## src/rtl/serial_magnitude_compare.sv

```systemverilog
// -----------------------------------------------------------------------------
// serial_magnitude_compare
//
// Multi-cycle magnitude comparator. Two WIDTH-bit operands are latched on an
// accepted start strobe and walked MSB-first in 2-bit slices, one slice per
// clock. The walk stops at the first unequal slice; if every slice matches
// the operands are equal. The result is reported as one-hot gt/eq/lt flags
// together with a one-cycle done pulse.
//
// Signed compares invert bit WIDTH-1 of both operands when they are latched.
// That maps two's-complement order onto unsigned order, so the slice logic
// is the same in both modes.
//
// Handshake: start is a single-cycle request. It is accepted on a rising
// edge when busy = 0 (IDLE or DONE). While busy = 1 start is ignored, and so
// are operand or signed_mode changes.
//
// Ports:
//   clk          in   system clock, rising edge
//   rst_n        in   synchronous active-low reset
//   start        in   request strobe
//   a, b         in   operands (WIDTH bits), sampled on accept
//   signed_mode  in   1 = two's-complement compare, sampled on accept
//   busy         out  high while scanning slices
//   done         out  one-cycle result-valid pulse
//   gt, eq, lt   out  one-hot result; all zero while busy
//   slice_idx    out  index of the slice under compare (debug)
//   state_dbg    out  raw FSM state (debug)
// -----------------------------------------------------------------------------
module serial_magnitude_compare #(
    parameter  int WIDTH = 32,
    localparam int S     = WIDTH / 2,
    localparam int IW    = (S > 1) ? $clog2(S) : 1
) (
    input  logic             clk,
    input  logic             rst_n,
    input  logic             start,
    input  logic [WIDTH-1:0] a,
    input  logic [WIDTH-1:0] b,
    input  logic             signed_mode,
    output logic             busy,
    output logic             done,
    output logic             gt,
    output logic             eq,
    output logic             lt,
    output logic [IW-1:0]    slice_idx,
    output logic [1:0]       state_dbg
);

    localparam logic [1:0] ST_IDLE = 2'd0;
    localparam logic [1:0] ST_SCAN = 2'd1;
    localparam logic [1:0] ST_DONE = 2'd2;

    localparam logic [WIDTH-1:0] SIGN_MASK = {1'b1, {(WIDTH-1){1'b0}}};
    localparam logic [IW-1:0]    TOP_IDX   = IW'(S - 1);

    logic [1:0]       r_state;
    logic [WIDTH-1:0] r_a;
    logic [WIDTH-1:0] r_b;
    logic [IW-1:0]    r_idx;
    logic             r_gt;
    logic             r_eq;
    logic             r_lt;

    logic [1:0]       w_sa;
    logic [1:0]       w_sb;
    logic             w_slice_gt;
    logic             w_slice_lt;
    logic             w_accept;
    logic [WIDTH-1:0] w_flip;

    // Current slice: bits [2*idx+1 : 2*idx]. The index is widened by one bit
    // so the doubled offset cannot wrap.
    assign w_sa = r_a[{r_idx, 1'b0} +: 2];
    assign w_sb = r_b[{r_idx, 1'b0} +: 2];

    // 2-bit compare cell: the high bit decides unless the high bits match.
    assign w_slice_gt = (w_sa[1] & ~w_sb[1]) | (~(w_sa[1] ^ w_sb[1]) & w_sa[0] & ~w_sb[0]);
    assign w_slice_lt = (~w_sa[1] & w_sb[1]) | (~(w_sa[1] ^ w_sb[1]) & ~w_sa[0] & w_sb[0]);

    assign w_accept = start && (r_state != ST_SCAN);
    assign w_flip   = signed_mode ? SIGN_MASK : '0;

    always_ff @(posedge clk) begin
        if (!rst_n) begin
            r_state <= ST_IDLE;
            r_a     <= '0;
            r_b     <= '0;
            r_idx   <= '0;
            r_gt    <= 1'b0;
            r_eq    <= 1'b0;
            r_lt    <= 1'b0;
        end else begin
            case (r_state)
                ST_SCAN: begin
                    if (w_slice_gt) begin
                        r_gt    <= 1'b1;
                        r_state <= ST_DONE;
                    end else if (w_slice_lt) begin
                        r_lt    <= 1'b1;
                        r_state <= ST_DONE;
                    end else if (r_idx == '0) begin
                        r_eq    <= 1'b1;
                        r_state <= ST_DONE;
                    end else begin
                        r_idx   <= r_idx - 1'b1;
                    end
                end
                default: begin
                    // IDLE and DONE both accept a new request; flags from the
                    // previous compare are held until then.
                    if (w_accept) begin
                        r_a     <= a ^ w_flip;
                        r_b     <= b ^ w_flip;
                        r_idx   <= TOP_IDX;
                        r_gt    <= 1'b0;
                        r_eq    <= 1'b0;
                        r_lt    <= 1'b0;
                        r_state <= ST_SCAN;
                    end else begin
                        r_state <= ST_IDLE;
                    end
                end
            endcase
        end
    end

    // Outputs are decodes of registered state only.
    assign busy      = (r_state == ST_SCAN);
    assign done      = (r_state == ST_DONE);
    assign gt        = r_gt;
    assign eq        = r_eq;
    assign lt        = r_lt;
    assign slice_idx = r_idx;
    assign state_dbg = r_state;

endmodule
```

## config.mk

```make
export PLATFORM = sky130hd
export DESIGN_NAME = serial_magnitude_compare
export DESIGN_NICKNAME = d
export VERILOG_FILES = /design/src/rtl/serial_magnitude_compare.sv
export SDC_FILE = /design/constraint.sdc
export NUM_CORES = 1
export LEC_CHECK = 0
export ABC_AREA = 1
export CORE_MARGIN = 2
export CORE_UTILIZATION = 40
export CTS_BUF_LIST = sky130_fd_sc_hd__clkbuf_8
export DETAILED_ROUTE_END_ITERATION = 6
export PLACE_DENSITY = 0.63
export SLEW_MARGIN = 0
export SYNTH_ARGS = -nofsm -noshare
export SYNTH_HDL_FRONTEND = slang
export SYNTH_SLANG_ARGS = --single-unit
```

## constraint.sdc

```tcl
create_clock -name clk -period 3 [get_ports clk]
set_clock_uncertainty 0.15 [all_clocks]
set_input_delay 0.6 -clock clk [delete_from_list [all_inputs] [get_ports clk]]
set_output_delay 0.6 -clock clk [all_outputs]
set_load 0.05 [all_outputs]
```

==> results of run 1 <==
-- flip-flops by register name, summed over array words and instances, names as in the netlist --
register and count:
lt 1, eq 1, gt 1, state_dbg 2, r_a 32, r_b 32, slice_idx 4
-- placed cells by master, fill, tap and decap left out, types with 3 or more instances in the layout --
cell type        Yosys  routed
o221ai_1             5       5
clkbuf_8             0      11
nor2_1              95      95
clkdlybuf4s50_1      0      76
o22ai_1              3       3
nand3_1             32      32
nand2_1             49      48
bufinv_16            0       4
inv_1               39      39
ha_1                 3       3
nand3_2              3       3
o21ai_0             87      87
dfxtp_1             73      73
buf_4                2       8
a21oi_1             37      37
-- metal layers --
metal  wire [microns]  GRT usage (%)
met5                0              0
met4              144           7.13
met3              455           3.75
met2             3710           32.3
met1             3920           24.7
-- final timing paths --
kind / from / end / slack [ns] / depth (start not counted)
worst max-delay path: slice_idx[2] / slice_idx[2] / 0.29 / 1
worst min-delay path: r_a[10] / r_a[10] / 0.30 / 2
worst min register to register: r_a[10] / r_a[10] / 0.30 / 2
worst max register to register: slice_idx[0] / slice_idx[3] / 0.41 / 13
-- stage by stage --
stage / hold slack [ns] / cells
final: 0.305 / 647
after global routing: 0.324 / 647
after CTS: 0.308 / 647
after detailed placement: 0.298 / 631
after global placement: 0.286 / 631
after floorplan: 0.274 / 472
-- cell families after synthesis --
kind of cell | Yosys count | synth area share, %
simple gates | 184 | 23.2
xor+xnor | 2 | 0.533
compound gates | 136 | 21.7
flops | 73 | 44.5
fa+ha+maj | 3 | 1.14
buf+inv | 74 | 8.99
-- final cells by class --
cell class                 instances  area [sq um]  area share (%)
multi-input combinational        325          1530            34.9
sequential                        73          1460            33.3
timing repair buffer              85           826            18.8
inverter                          43           161            3.68
clock buffer                      11           151            3.45
tap                              105           131            2.99
clock inverter                     5           125            2.85
-- power by group --
group	internal, mW	switching, mW
Combinational	0.328	0.527
Sequential	1.08	0.0569
Clock	0.681	0.361
Total	2.09	0.946
==> out/summary.txt, run 1 <==
Peak Freq: 369 MHz
Vias in the first global route: 2,954
Gpl congestion: 0.865
Vias post-DR: 3,172
TritonCTS clock tree: done
Syn nets: 543
Max-Slew Margin vs Limit: 45.9%
Final hold violation count: 0
Layout Utilization: 54.2%
Synth Register Bits: 73
Initial Util: 40.6%
Post-Synthesis Cells: 472
Total core area: 8090 sq um
Port Buffer Count: 78
Cell breakdown of the critical path: clkdlybuf4s50_1
Overall routed net length: 8230 microns
# fillers: 836
Crit-path leading delay family: buffers and inverters
Type of the worst setup path: register to output port
Die Footprint: 8950 sq um
Clock Latency Late Sink: 0.34 ns
DRC: 0
MaxCap Viol Count: 0
Worst VDD drop: 0.000385 V
Initial antenna violation count: 0
Share of cells above drive strength 1: 6.09%
Synth Warn #: 0
Root buffer cell: clkbuf_8
Top cell type's share of synthesized area: 44.5%
CTS hold repair buffers: 0
Worst hold path class: register to register
Row count: 33
Synthesized area: 3290 sq um
RSZ-0062 raised after global routing: false
Total power: 3.03 mW
Critical Path RT: 2.25 ns
First drt pass iteration count: 4
H-Tree Depth: 3
Final period util: 90.4%
Global-route wire length before repair: 13,500 microns
Syn_area_per_cell: 6.96 sq um
Clock Path Buffers: 2
Via density per instance: 4.90
Type of origin of the critical path: register
Slew Limit Fails: 0
Critical path's slowest cell: clkdlybuf4s50_1
Setup TNS Final: 0 ns
Final Cell Area: 4390 sq um
Ports: 79
Worst Max-Slew Pin Slew: 0.811 ns
Synth async-reset ratio: 0%
Grt total ovfl: 0
DPL Wire Length: 5490 microns
Post-CTS Setup Bufs: 0
CP Max Fanout: 14
Outcome: finished clean
Tot GR Track Use: 19.3%
Wire per inst: 12.7 microns
CP endpoint kind: output port
Pre-CTS setup slack: 0.485 ns
Resized cells post-CTS: 0
Final worst slack: 0.287 ns
Cell with the most instances after synthesis: nor2_1
Die Height: 94.6 microns
Slowest Stage Delay on Critical Path: 0.93 ns
Pwr dens: 691 nW/um^2
CP Data Arrival Time: 1.96 ns
Area leader, netlist: dfxtp_1
CTS Sinks: 73
Number of buffers created by CTS: 9
1st-iter DRT viols: 119
Die X: 94.6 microns
Final setup viols: 0
Diode count: 0
Post-route ant nets: 0
Area Overhead vs Synth: 33.5%
Largest net degree at the start of global routing: 101
Unique cell type count in the Yosys netlist: 25
Nets: 608
Post-synth EDFFs: 0
Top FF cell, synth: dfxtp_1
Static leakage: 1.81 nW
Clk pin slew, worst setup/hold paths: 0.07 ns
DP Area: 4110 sq um
Buffers & Inverters on Critical Path: 1
Area contributors post-synth: dfxtp_1, o21ai_0, nor2_1
Tmin final: 2.71 ns
Commonest cells in the netlist: nor2_1, o21ai_0, dfxtp_1
Post-synthesis sequential area ratio: 44.5%
No activity file was read; power rests on OpenSTA's default activity.
==> run 2, diff against run 1 <==
--- a/config.mk
+++ b/config.mk
@@ -11,7 +11,7 @@
 export CTS_BUF_LIST = sky130_fd_sc_hd__clkbuf_8
 export DETAILED_ROUTE_END_ITERATION = 6
 export PLACE_DENSITY = 0.63
-export SLEW_MARGIN = 0
+export SLEW_MARGIN = 20
 export SYNTH_ARGS = -nofsm -noshare
 export SYNTH_HDL_FRONTEND = slang
 export SYNTH_SLANG_ARGS = --single-unit
==> results of run 2 <==
Final layout, timing and power as in run 1 (identical DEF).
